<file path="src/rtl/bz_sound_pkg.sv">
// Shared definitions for the sound control register: bit positions and shaper states.
package bz_sound_pkg;

  localparam int unsigned SND_EXPLO_LS  = 0;
  localparam int unsigned SND_SHELL_LS  = 1;
  localparam int unsigned SND_SHELL_REQ = 2;
  localparam int unsigned SND_EXPLO_REQ = 3;
  localparam int unsigned SND_RSVD      = 4;
  localparam int unsigned SND_SOUND_EN  = 5;
  localparam int unsigned SND_MOTOR_EN  = 6;
  localparam int unsigned SND_START_LED = 7;

  localparam logic [7:0] SND_REG_RESET = 8'h00;

  typedef enum logic [1:0] {
    IDLE    = 2'd0,
    HI_HOLD = 2'd1,
    HI      = 2'd2,
    LO_HOLD = 2'd3
  } trig_state_t;

endpackage

</file>
<file path="src/rtl/bz_trig_shaper.sv">
// Trigger shaper: stretches a CPU request into a pulse with minimum high and low times
// measured in clk_12KHz_en ticks, and freezes the loud/soft select for each trigger.
module bz_trig_shaper
  import bz_sound_pkg::*;
#(
  parameter int MIN_HIGH_TICKS = 2,
  parameter int MIN_LOW_TICKS  = 2,
  parameter int CNT_W          = 4
) (
  input  logic clk,
  input  logic rst,
  input  logic clk_12KHz_en,
  input  logic force_off,
  input  logic req,
  input  logic ls_in,
  output logic en,
  output logic ls_out
);

  localparam logic [CNT_W-1:0] HIGH_LOAD = CNT_W'(MIN_HIGH_TICKS);
  localparam logic [CNT_W-1:0] LOW_LOAD  = CNT_W'(MIN_LOW_TICKS);
  localparam logic [CNT_W-1:0] CNT_ONE   = CNT_W'(1);

  trig_state_t      state_q;
  logic [CNT_W-1:0] cnt_q;

  always_ff @(posedge clk) begin
    if (rst) begin
      state_q <= IDLE;
      cnt_q   <= '0;
      en      <= 1'b0;
      ls_out  <= 1'b0;
    end else if (force_off) begin
      // Disabling sound overrides any hold in progress; ls_out keeps its last value.
      state_q <= IDLE;
      cnt_q   <= '0;
      en      <= 1'b0;
    end else begin
      case (state_q)
        IDLE: begin
          if (req) begin
            state_q <= HI_HOLD;
            cnt_q   <= HIGH_LOAD;
            en      <= 1'b1;
            ls_out  <= ls_in;
          end
        end
        HI_HOLD: begin
          if (clk_12KHz_en && (cnt_q != '0)) begin
            cnt_q <= cnt_q - CNT_ONE;
            if (cnt_q == CNT_ONE) state_q <= HI;
          end
        end
        HI: begin
          if (!req) begin
            state_q <= LO_HOLD;
            cnt_q   <= LOW_LOAD;
            en      <= 1'b0;
          end
        end
        LO_HOLD: begin
          if (clk_12KHz_en && (cnt_q != '0)) begin
            cnt_q <= cnt_q - CNT_ONE;
            if (cnt_q == CNT_ONE) state_q <= IDLE;
          end
        end
        default: begin
          state_q <= IDLE;
          cnt_q   <= '0;
          en      <= 1'b0;
        end
      endcase
    end
  end

endmodule

</file>
<file path="src/rtl/bz_sound_ctrl.sv">
// CPU-facing sound control register: latches the write port, drives the static enables
// directly and feeds the shell/explosion trigger shapers from the registered requests.
module bz_sound_ctrl
  import bz_sound_pkg::*;
#(
  parameter int MIN_HIGH_TICKS = 2,
  parameter int MIN_LOW_TICKS  = 2,
  parameter int CNT_W          = 4
) (
  input  logic       clk,
  input  logic       rst,
  input  logic       clk_12KHz_en,
  input  logic       reg_wr,
  input  logic [7:0] reg_wdata,
  output logic [7:0] reg_rdata,
  output logic       sound_enable,
  output logic       shell_en,
  output logic       shell_ls,
  output logic       explo_en,
  output logic       explo_ls,
  output logic       motor_en,
  output logic       start_led
);

  logic [7:0] snd_reg;
  logic       force_off;

  always_ff @(posedge clk) begin
    if (rst)         snd_reg <= SND_REG_RESET;
    else if (reg_wr) snd_reg <= reg_wdata;
  end

  assign reg_rdata    = snd_reg;
  assign sound_enable = snd_reg[SND_SOUND_EN];
  assign motor_en     = snd_reg[SND_MOTOR_EN];
  assign start_led    = snd_reg[SND_START_LED];
  assign force_off    = ~snd_reg[SND_SOUND_EN];

  bz_trig_shaper #(
    .MIN_HIGH_TICKS (MIN_HIGH_TICKS),
    .MIN_LOW_TICKS  (MIN_LOW_TICKS),
    .CNT_W          (CNT_W)
  ) u_shell (
    .clk          (clk),
    .rst          (rst),
    .clk_12KHz_en (clk_12KHz_en),
    .force_off    (force_off),
    .req          (snd_reg[SND_SHELL_REQ]),
    .ls_in        (snd_reg[SND_SHELL_LS]),
    .en           (shell_en),
    .ls_out       (shell_ls)
  );

  bz_trig_shaper #(
    .MIN_HIGH_TICKS (MIN_HIGH_TICKS),
    .MIN_LOW_TICKS  (MIN_LOW_TICKS),
    .CNT_W          (CNT_W)
  ) u_explo (
    .clk          (clk),
    .rst          (rst),
    .clk_12KHz_en (clk_12KHz_en),
    .force_off    (force_off),
    .req          (snd_reg[SND_EXPLO_REQ]),
    .ls_in        (snd_reg[SND_EXPLO_LS]),
    .en           (explo_en),
    .ls_out       (explo_ls)
  );

endmodule

</file>
<file path="config.mk">
export PLATFORM = sky130hd
export DESIGN_NAME = bz_sound_ctrl
export DESIGN_NICKNAME = d
export VERILOG_FILES = /design/src/rtl/bz_sound_pkg.sv /design/src/rtl/bz_trig_shaper.sv /design/src/rtl/bz_sound_ctrl.sv
export SDC_FILE = /design/constraint.sdc
export NUM_CORES = 1
export LEC_CHECK = 0
export CAP_MARGIN = 20
export CORE_UTILIZATION = 54
export CTS_CLUSTER_SIZE = 8
export DETAILED_ROUTE_END_ITERATION = 10
export PLACE_DENSITY = 0.83
export SLEW_MARGIN = 20
export SYNTH_ARGS = -nofsm -noshare
export SYNTH_HDL_FRONTEND = slang
export SYNTH_SLANG_ARGS = --single-unit
export TNS_END_PERCENT = 20
</file>
<file path="constraint.sdc">
create_clock -name clk -period 3.92 [get_ports clk]
set_clock_uncertainty 0.1 [all_clocks]
set_input_delay 0.784 -clock clk [delete_from_list [all_inputs] [get_ports clk]]
set_output_delay 0.784 -clock clk [all_outputs]
set_load 0.02 [all_outputs]
</file>
* Word level (Yosys, flattened, before mapping)
Cells that the tools add are included.
W data, S select, Z words.
** Storage, ports and cells
- Output and inout port bits :: 15
- Word-level logic and storage cells :: 81
- Flip-flop bits (word level) :: 24
- Input port bits :: 12
** Cells by class
- $add $sub $neg :: 2
- Eq/ne operators :: 22
- Muxes and demuxes :: 28
- Bitwise logic cells :: 1
- Reductions and logical operators :: 19
** Operators with widths (number)
- $mux W2 :: 12
- $mux W4 :: 6
- $pmux W4 S3 :: 2
- $ne A2 B1 Y1 const B :: 10
- $reduce_and A3 Y1 :: 6
- $pmux W2 S4 :: 2
- $reduce_and A6 Y1 :: 2
- $eq A2 B2 Y1 const B :: 4
- $eq A4 B1 Y1 const B :: 2
- $ne A2 B2 Y1 const B :: 4
- $reduce_bool A4 Y1 :: 2
- $sub A4 B1 Y4 const B :: 2
- $reduce_or A2 Y1 :: 3
- $eq A2 B1 Y1 const B :: 2
- $logic_not A2 Y1 :: 2
- $mux W1 :: 4
- $pmux W1 S2 :: 2
- $reduce_bool A2 Y1 :: 2
- $logic_and A1 B1 Y1 :: 2
- $not A1 Y1 :: 1

* Longest topological paths before layout
Gate-level depths: netlist of run 1.
- Depth after elaboration :: 4
- Gate-level depth with buffers :: 6
- Gate-level depth less buffers :: 6

* Modules after synthesis
Synthesis of run 1 repeated with hierarchy kept, for this count alone.
** Unflattened totals
- Cell total of the unflattened synthesis :: 146
- Area total of the unflattened synthesis :: 1295.0 µm²
** By module, submodules not included
- bz_trig_shaper :: area each 491.7 µm², cells an instance 58, instances 2
- bz_sound_ctrl :: area each 311.5 µm², cells an instance 30, instances 1

* Least setup slack after synthesis of run 1
OpenSTA, ideal clock, no wires.
- Path type :: input to register
- From :: in clk_12KHz_en
- To :: reg u_explo.state_q[0]
- Library setup time :: 116 ps
- Setup slack :: 2125 ps
- Cell stages on the path :: 4
- Data required time :: 3704 ps
- Path buffers :: 0
- Arrival time :: 1578 ps
- Path through :: nor2b_1 -> o21ai_1 -> or4_1 -> o211a_1
** On the way
- Cells in the longest elaborated chain, start to end :: 3
- Elaborated cells between the ends (all ways) :: 4
- Classes of those cells :: 2 x eq/ne; 2 x reduce/logical
** Ends and longest elaborated chain
- from (decl) :: RTL line bz_sound_ctrl.sv:12 : input logic clk_12KHz_en,
- $logic_and A1 B1 Y1 (*) :: RTL line bz_trig_shaper.sv:49, bz_trig_shaper.sv:62
- $ne A2 B1 Y1 (no source line)
- $reduce_and A6 Y1 (no source line) (*)
- to (signal assigned) :: RTL line bz_trig_shaper.sv:51 : if (cnt_q == CNT_ONE) state_q <= HI;
- to (signal assigned) :: RTL line bz_trig_shaper.sv:64 : if (cnt_q == CNT_ONE) state_q <= IDLE;
- to (signal assigned) :: RTL line bz_trig_shaper.sv:68 : state_q <= IDLE;
- to (decl) :: RTL line bz_trig_shaper.sv:24 : trig_state_t state_q;
Mark *: on every way between the ends. The rest lies on a longest branch, timed or not.
A chain may end at the register's enable or synchronous reset.

* Worst setup path after layout of run 1
- From :: reg snd_reg[3] (netlist: reg_rdata[3])
- To :: out reg_rdata[3]
** RTL lines
- from (decl) :: RTL line bz_sound_ctrl.sv:25 : logic [7:0] snd_reg;
- from (signal assigned) :: RTL line bz_sound_ctrl.sv:30 : else if (reg_wr) snd_reg <= reg_wdata;
- to (decl) :: RTL line bz_sound_ctrl.sv:15 : output logic [7:0] reg_rdata,
No word-level cell between the ends.

==> metrics.sh, run 1 <==
BUF_INV_ON_CP=1
CTS_TREE='yes'
DRTPASS1ITERATIONS=4
PLACE_AREA_UM2=1567
PLACE_INST=194
POST_SYNTH_INST_COUNT=151
INITIAL_UTILIZATION_PCT=58.93
FIRST_GLOBAL_VIAS=995
YOSYS_REGISTER_BITS=24
ROUTED-WL-MET3_UM=89
HIGHEST_ROUTED_METAL_LAYER='met4'
FINALINSTANCEAREA_UM2=1603
STATUS='completed'
DRT.ANTENNA.VIOLATING_NETS=0
YOSYS.CELL_TYPES.COUNT=25
CRITPATHTOPFAMILY='buffers and inverters'
CLKTRANSATPATHREGS_NS=0.13
YS_TOP_CELLS_BY_AREA='sky130_fd_sc_hd__dfxtp_1, sky130_fd_sc_hd__ha_1, sky130_fd_sc_hd__mux2i_1, sky130_fd_sc_hd__nor2_1, sky130_fd_sc_hd__a21oi_1'
PIN_COUNT_OF_THE_BIGGEST_NET_ENTERING_GLOBAL_ROUTING=14
SYNTH.NET_COUNT=177
TIMING.SLEW.HEADROOM_PCT=68.33
GRT.TOTAL_USAGE_PCT=21.66
FP.DIEH_UM=51.84
NUMBER_OF_BUFFERS_ADDED_BY_THE_CLOCK_TREE_SYNTHESIS_STEP=3
WORST-R2R-SETUP-SLACK_NS=1.99
WIRELENGTH_UM=2587
FINAL_NETS=197
AVERAGE_SIZE_OF_A_MAPPED_CELL_UM2=8.883
SYNTH_TOP_AREA_SHARE_PCT=35.82
NUMBER_OF_ANTENNA_VIOLATIONS_AT_THE_FIRST_CHECK_IN_GLOBAL_ROUTING=0
CRIT_CHAIN='clkdlybuf4s50_1'
SYNTH_SEQ_AREA_SHARE_PCT=35.82
FINAL-INSTANCE-COUNT-EXCL-FILL=198
WORSTSKEWPAIRLATENCY_NS=0.32
HOLD-PATH-ENDPOINT='u_shell.state_q[1]'
CP_SLOWEST_STAGE_DELAY_NS=0.66
UNREPAIRED_SETUP_ENDPOINTS_AFTER_GLOBAL_ROUTING='false'
FILLER_CELL_COUNT=161
GRT_PASS1_WL_UM=4284
FIN_CRIT_SH_PCT=58.97
MAXSLEWVIOLCOUNT=0
TOP_LEVEL_PORTS=27
DRV_CAP=0
SYN_TO_FINAL_GROWTH_PCT=19.50
CTS_SETUP_BUFFERS=0
HOLDBUFCOUNTCTS=0
TIMING.FMAX_MHz=432.6
CLOCKBUFFERDEPTH=2
POST_ROUTE_CELLS_DRIVE_ABOVE_1_SHARE_PCT=4.706
FLOORPLAN.ROWS=17
WORST_R2R_STARTPOINT='u_explo.state_q[0]'
CTS.SINKS=24
POST_CTS_RESIZE_COUNT=0
CRIT_ARRIVAL_NS=1.43
MIN_FROM='u_shell.state_q[1]'
VDD_DROP_MAX_mV=0.2583
SLOWEST_STAGE='sky130_fd_sc_hd__clkdlybuf4s50_1'
SETUP_VIOLATIONS=0
POWER_mW=0.4500
WL_MET2_UM=1284
CRIT_END_ELEMENT='output port'
POSTLAYOUTCOREUTIL_PCT=70.42
FP.DIEAREA_UM2=2687
POST_PLACEMENT_WORST_SETUP_SLACK_NS=1.302
CORE_AREA_UM2=2276
CLK_TREE_ROOT_CELL='sky130_fd_sc_hd__clkbuf_4'
P_LEAK_nW=0.6510
PERIOD_MINUS_SLACK_NS=2.312
NUMBER_OF_SYNTHESIS_WARNINGS=0
CRITPATHREQUIREDTIME_NS=3.04
SETUP.WORST_PATH.CLASS='reg -> out'
FIN_HOLD_WS_NS=0.4069
PLACEMENT.IO_BUFFERS=26
HOLD-PATH-CELL-COUNT=2
HOLD_CLASS='reg -> reg'
YOSYSTOPAREACELL='sky130_fd_sc_hd__dfxtp_1'
R2R.WORST_PATH.CELLS=6
DRCVIOLATIONCOUNT=0
DR_TOTAL_VIAS=1092
NUMBER_OF_LEVELS_THE_H_TREE_WAS_SPLIT_INTO=1
CRITPATHMAXFANOUT=6
SYN_AREA_UM2=1341
REPORT.FINAL.HOLD_VIOL_COUNT=0
PLACE.DETAILED.HPWL_UM=1994
INSERTEDDIODECOUNT=0
WL_MET1_UM=1181
TIMING.SETUP.TNS_NS=0
VIA_PER_INST=5.515
FIN_WS_NS=1.608
PIN_SLEW_WITH_THE_LEAST_HEADROOM_TO_ITS_LIMIT_NS=0.4736
R2R_END='u_explo.state_q[0]'
DIE-WIDTH_UM=51.84
POWER_PER_CELL_AREA_nW_PER_UM2=280.8
CRITICAL_PATH.STARTPOINT_TYPE='flop'
DRTITER0DRC=28
GRT-OVFL-TOTAL=0
GP_CONGESTION=0.8840
ROUTE.DETAILED.WL_PER_INST_UM=13.07
## Yosys cell counts
library cell               instances
sky130_fd_sc_hd__mux2i_1          14
sky130_fd_sc_hd__nand2b_1          1
sky130_fd_sc_hd__o21ai_1           2
sky130_fd_sc_hd__nor2_2            2
sky130_fd_sc_hd__mux2_2            2
sky130_fd_sc_hd__o21ai_0          10
sky130_fd_sc_hd__or4_1             2
sky130_fd_sc_hd__or3b_1            2
sky130_fd_sc_hd__nor2_1           20
sky130_fd_sc_hd__nand3_1           2
sky130_fd_sc_hd__nand4_1           4
sky130_fd_sc_hd__o21a_1            2
sky130_fd_sc_hd__o211a_1           2
sky130_fd_sc_hd__nor2b_1           5
sky130_fd_sc_hd__dfxtp_1          24
sky130_fd_sc_hd__buf_2             2
sky130_fd_sc_hd__inv_1            10
sky130_fd_sc_hd__nor4b_1           2
sky130_fd_sc_hd__buf_4             7
sky130_fd_sc_hd__clkbuf_1          2
sky130_fd_sc_hd__a32oi_1           2
sky130_fd_sc_hd__ha_1             14
sky130_fd_sc_hd__a21oi_1          12
sky130_fd_sc_hd__nand2_1           4
sky130_fd_sc_hd__a41oi_1           2
## how the worst max path moves through the flow
stage                       from                  to  slack [ns]  cells after the start
floorplan           clk_12KHz_en  u_explo.state_q[0]        2.13                      4
global placement    clk_12KHz_en  u_shell.state_q[0]        1.38                      5
detailed placement  clk_12KHz_en  u_explo.state_q[0]        1.30                      5
CTS                 reg_rdata[3]        reg_rdata[3]        1.59                      1
global route        reg_rdata[5]        sound_enable        1.51                      1
finish              reg_rdata[3]        reg_rdata[3]        1.61                      1
## worst reg2reg max path, cell delays in order, from the launching register on
cell	delay [ns]
sky130_fd_sc_hd__dfxtp_1	0.42
sky130_fd_sc_hd__inv_1	0.10
sky130_fd_sc_hd__ha_1	0.27
sky130_fd_sc_hd__mux2i_1	0.21
sky130_fd_sc_hd__o21ai_1	0.12
sky130_fd_sc_hd__or4_1	0.48
sky130_fd_sc_hd__o211a_1	0.14
## registers in the layout (all words and copies together) (netlist names)
register         cells
reg_rdata            8
u_explo.cnt_q        4
u_explo.en           1
u_shell.en           1
u_shell.cnt_q        4
u_shell.ls_out       1
u_shell.state_q      2
u_explo.state_q      2
u_explo.ls_out       1
## cell families (layout without fill, tap and decap cells)
kind of cell | after synthesis | in the layout | synth area share (%)
buffers and inverters | 21 | 40 | 8.023
adders and majority gates | 14 | 14 | 13.06
muxes | 16 | 16 | 12.13
AOI/OAI and AO/OA | 32 | 32 | 14.18
and+or+nand+nor | 44 | 44 | 16.79
DFF | 24 | 24 | 35.82
## power by group
| part | leakage (nW) | switching, mW | internal [mW] |
|---|---|---|---|
| sequential | 0.195 | 0.00584 | 0.250 |
| combinational | 0.435 | 0.0316 | 0.0342 |
| clock | 0.0210 | 0.0718 | 0.0569 |
| total | 0.651 | 0.109 | 0.341 |
## layout make-up
class | instances | area, um2 | area share (%)
Multi-Input combinational cell | 106 | 753.2 | 46.99
Tap cell | 28 | 35.03 | 2.186
Clock buffer | 4 | 36.28 | 2.264
Sequential cell | 24 | 480.5 | 29.98
Inverter | 10 | 37.54 | 2.342
Timing Repair Buffer | 26 | 260.3 | 16.24
## layer usage
layer / GRT usage, % / up-vias
li1: - / 555
met1: 26.44 / 501
met2: 35.68 / 30
met3: 6.433 / 6
met4: 7.658 / 0
met5: 0 / -
## cells in the final DEF (no fill, tap or decap)
master                            instances
sky130_fd_sc_hd__a21oi_1                 12
sky130_fd_sc_hd__a32oi_1                  2
sky130_fd_sc_hd__a41oi_1                  2
sky130_fd_sc_hd__clkbuf_4                 3
sky130_fd_sc_hd__clkbuf_8                 1
sky130_fd_sc_hd__clkdlybuf4s50_1         26
sky130_fd_sc_hd__dfxtp_1                 24
sky130_fd_sc_hd__ha_1                    14
sky130_fd_sc_hd__inv_1                   10
sky130_fd_sc_hd__mux2_2                   2
sky130_fd_sc_hd__mux2i_1                 14
sky130_fd_sc_hd__nand2_1                  4
sky130_fd_sc_hd__nand2b_1                 1
sky130_fd_sc_hd__nand3_1                  2
sky130_fd_sc_hd__nand4_1                  4
sky130_fd_sc_hd__nor2_1                  20
sky130_fd_sc_hd__nor2_2                   2
sky130_fd_sc_hd__nor2b_1                  5
sky130_fd_sc_hd__nor4b_1                  2
sky130_fd_sc_hd__o211a_1                  2
sky130_fd_sc_hd__o21a_1                   2
sky130_fd_sc_hd__o21ai_0                 10
sky130_fd_sc_hd__o21ai_1                  2
sky130_fd_sc_hd__or3b_1                   2
sky130_fd_sc_hd__or4_1                    2
Power figures use the tool's default switching activity.
==> run 2: changes to the inputs <==
CORE_UTILIZATION = 50   (was 54)
PLACE_DENSITY = 0.78   (was 0.83)
clock period = 2.35 ns   (was 3.92 ns; I/O delays follow)
==> run 2 against run 1 <==
  * Clock power grew 37%
  * Global-route usage shrank 1.6 points
  * Largest power group unchanged
  * Non-clock buffer count grew 3
  * Hold slack lost 0.0088 ns
  * Critical path type unchanged
==> metrics.sh, run 2 (synthesis results as in run 1) <==
GRT_PASS1_WL_UM=4181  # -2.4%
SYN_TO_FINAL_GROWTH_PCT=20.34
INITIAL_UTILIZATION_PCT=53.65  # -5.3 points
DRCVIOLATIONCOUNT=0  # unchanged
HOLD_CLASS='reg -> reg'
GP_CONGESTION=0.8842  # about the same
CLOCKPOWERSHARE_PCT=24.7  # -3.9 points
FIN_CRIT_SH_PCT=84.49
FILLER_CELL_COUNT=208  # +29%
POST_PLACEMENT_WORST_SETUP_SLACK_NS=0.1335  # -1.168 ns
DRTPASS1ITERATIONS=4  # unchanged
CTS.SINKS=24  # unchanged
ROUTE.DETAILED.WL_PER_INST_UM=13.00  # -0.50%
CRITICAL_PATH.STARTPOINT_TYPE='flop'
CRIT_END_ELEMENT='output port'
NUMBER_OF_LEVELS_THE_H_TREE_WAS_SPLIT_INTO=1  # unchanged
POWER_FRAC_SEQ_PCT=59.5  # +2.7 points
SLOWEST_STAGE='sky130_fd_sc_hd__clkdlybuf4s50_1'
LARGEST_REGISTER_FF_COUNT=8  # unchanged
CLOCKBUFFERDEPTH=2  # unchanged
NUMBER_OF_BUFFERS_ADDED_BY_THE_CLOCK_TREE_SYNTHESIS_STEP=3  # unchanged
DR_TOTAL_VIAS=1124  # +2.9%
PERIOD_MINUS_SLACK_NS=1.986
POSTLAYOUTCOREUTIL_PCT=64.56  # -5.9 points
UNREPAIRED_SETUP_ENDPOINTS_AFTER_GLOBAL_ROUTING='false'
DRT.ANTENNA.VIOLATING_NETS=0  # unchanged
BUF_INV_ON_CP=1  # unchanged
HOLDBUFCOUNTCTS=0  # unchanged
COMBINED_AREA_OF_THE_MULTI_INPUT_LOGIC_CELLS_UM2=753.2  # unchanged
PIN_SLEW_WITH_THE_LEAST_HEADROOM_TO_ITS_LIMIT_NS=0.4764  # +0.002821 ns
NET_SWITCHING_POWER_mW=0.1801  # +65%
POWER_mW=0.7164  # +59%
MOSTFREQUENTLAYOUTCELL='sky130_fd_sc_hd__clkdlybuf4s50_1'
FIN_WS_NS=0.3645  # -1.244 ns
REGISTER_AREA_UM2=480.5  # unchanged
TIMING.SLEW.HEADROOM_PCT=68.14  # -0.19 points
PIN_COUNT_OF_THE_BIGGEST_NET_ENTERING_GLOBAL_ROUTING=13  # -1
FP.DIEH_UM=53.80  # +3.8%
FINAL_NETS=200  # +1.5%
CRITPATHTOPFAMILY='buffers and inverters'
GRT-OVFL-TOTAL=0  # unchanged
POST_CTS_RESIZE_COUNT=0  # unchanged
NUMBER_OF_ANTENNA_VIOLATIONS_AT_THE_FIRST_CHECK_IN_GLOBAL_ROUTING=0  # unchanged
DRTITER0DRC=25  # -11%
WORSTSKEWPAIRLATENCY_NS=0.31  # about the same
MAXSLEWVIOLCOUNT=0  # unchanged
CRIT_CHAIN='clkdlybuf4s50_1'
CLKTRANSATPATHREGS_NS=0.12  # about the same
FP.DIEAREA_UM2=2894  # +7.7%
DRV_CAP=0  # unchanged
TIMING.FMAX_MHz=503.6
CLK_TREE_ROOT_CELL='sky130_fd_sc_hd__clkbuf_4'
POST_ROUTE_CELLS_DRIVE_ABOVE_1_SHARE_PCT=5.814  # +1.1 points
REPORT.FINAL.HOLD_VIOL_COUNT=0  # unchanged
POWER_PER_CELL_AREA_nW_PER_UM2=443.9  # +58%
CTS_SETUP_BUFFERS=0  # unchanged
INSERTEDDIODECOUNT=0  # unchanged
PLACEMENT.IO_BUFFERS=26  # unchanged
VIA_PER_INST=5.564  # +0.89%
FIRST_GLOBAL_VIAS=1004  # +0.90%
CTS_TREE='yes'
TOP_LEVEL_PORTS=27  # unchanged
CORE_AREA_UM2=2500  # +9.8%
SETUP_VIOLATIONS=0  # unchanged
PLACE.DETAILED.HPWL_UM=2064  # +3.5%
P_INT_mW=0.5363  # +57%
FLOORPLAN.ROWS=18  # +1
WIRELENGTH_UM=2626  # +1.5%
CRIT_ARRIVAL_NS=1.42  # about the same
GRT.TOTAL_USAGE_PCT=20.09  # -1.6 points
P_LEAK_nW=0.6577  # +1.0%
P_SW_SHARE_PCT=25.14  # +0.86 points
COMBPWRFRAC_PCT=15.8  # +1.2 points
CRITPATHMAXFANOUT=7  # +1
DIE-WIDTH_UM=53.80  # +3.8%
MOSTFREQUENTLAYOUTCELLS='sky130_fd_sc_hd__clkdlybuf4s50_1, sky130_fd_sc_hd__dfxtp_1, sky130_fd_sc_hd__nor2_1, sky130_fd_sc_hd__mux2i_1, sky130_fd_sc_hd__ha_1'
STATUS='completed'
CP_SLOWEST_STAGE_DELAY_NS=0.65  # about the same
CRITPATHREQUIREDTIME_NS=1.78  # -1.26 ns
TIMING.SETUP.TNS_NS=0  # unchanged
SETUP.WORST_PATH.CLASS='reg -> out'
VDD_DROP_MAX_mV=0.4439  # +72%
run 2: changes by cell type in the layout (fill, tap and decap cells not counted):
cell                       before  now
sky130_fd_sc_hd__buf_4          0    3
sky130_fd_sc_hd__clkbuf_8       1    0
run 2: worst paths after layout:
| kind | from | end | slack [ns] | cells after the start |
|---|---|---|---|---|
| worst max-delay path | reg_rdata[5] | reg_rdata[5] | 0.36 | 1 |
| worst min-delay path | u_shell.en | u_shell.en | 0.40 | 2 |
| worst max register to register | u_explo.state_q[0] | u_explo.state_q[0] | 0.45 | 6 |
| worst min register to register | u_shell.en | u_shell.en | 0.40 | 2 |
run 2: through the flow:
stage	instances	hold WS (ns)	cell area (um2)
after global placement	199	0.3683	1592
final	202	0.3981	1614
after floorplan	151	0.3634	1341
after detailed placement	199	0.3826	1592
after CTS	202	0.4058	1614
after global routing	202	0.4411	1614
run 2: cell type report:
type,instances,share of cell area (%)
Clock buffer,3,1.395
Inverter,10,2.326
Multi-Input combinational cell,106,46.67
Sequential cell,24,29.77
Tap cell,30,2.326
Timing Repair Buffer,29,17.52
run 2: layer usage:
layer | track usage (%) | routed length, um
met1 | 24.61 | 1169
met2 | 35.19 | 1330
met3 | 2.542 | 113
met4 | 7.895 | 12
met5 | 0 | 0
run 2: power groups by stage:
stage          registers, mW  clock network [mW]  logic, mW
3_5_place_dp           0.436                   0      0.113
2_1_floorplan          0.439                   0     0.0651
3_3_place_gp           0.435                   0      0.111
6_report               0.426               0.177      0.113
5_1_grt                0.428               0.207      0.121
4_1_cts                0.426               0.189      0.113
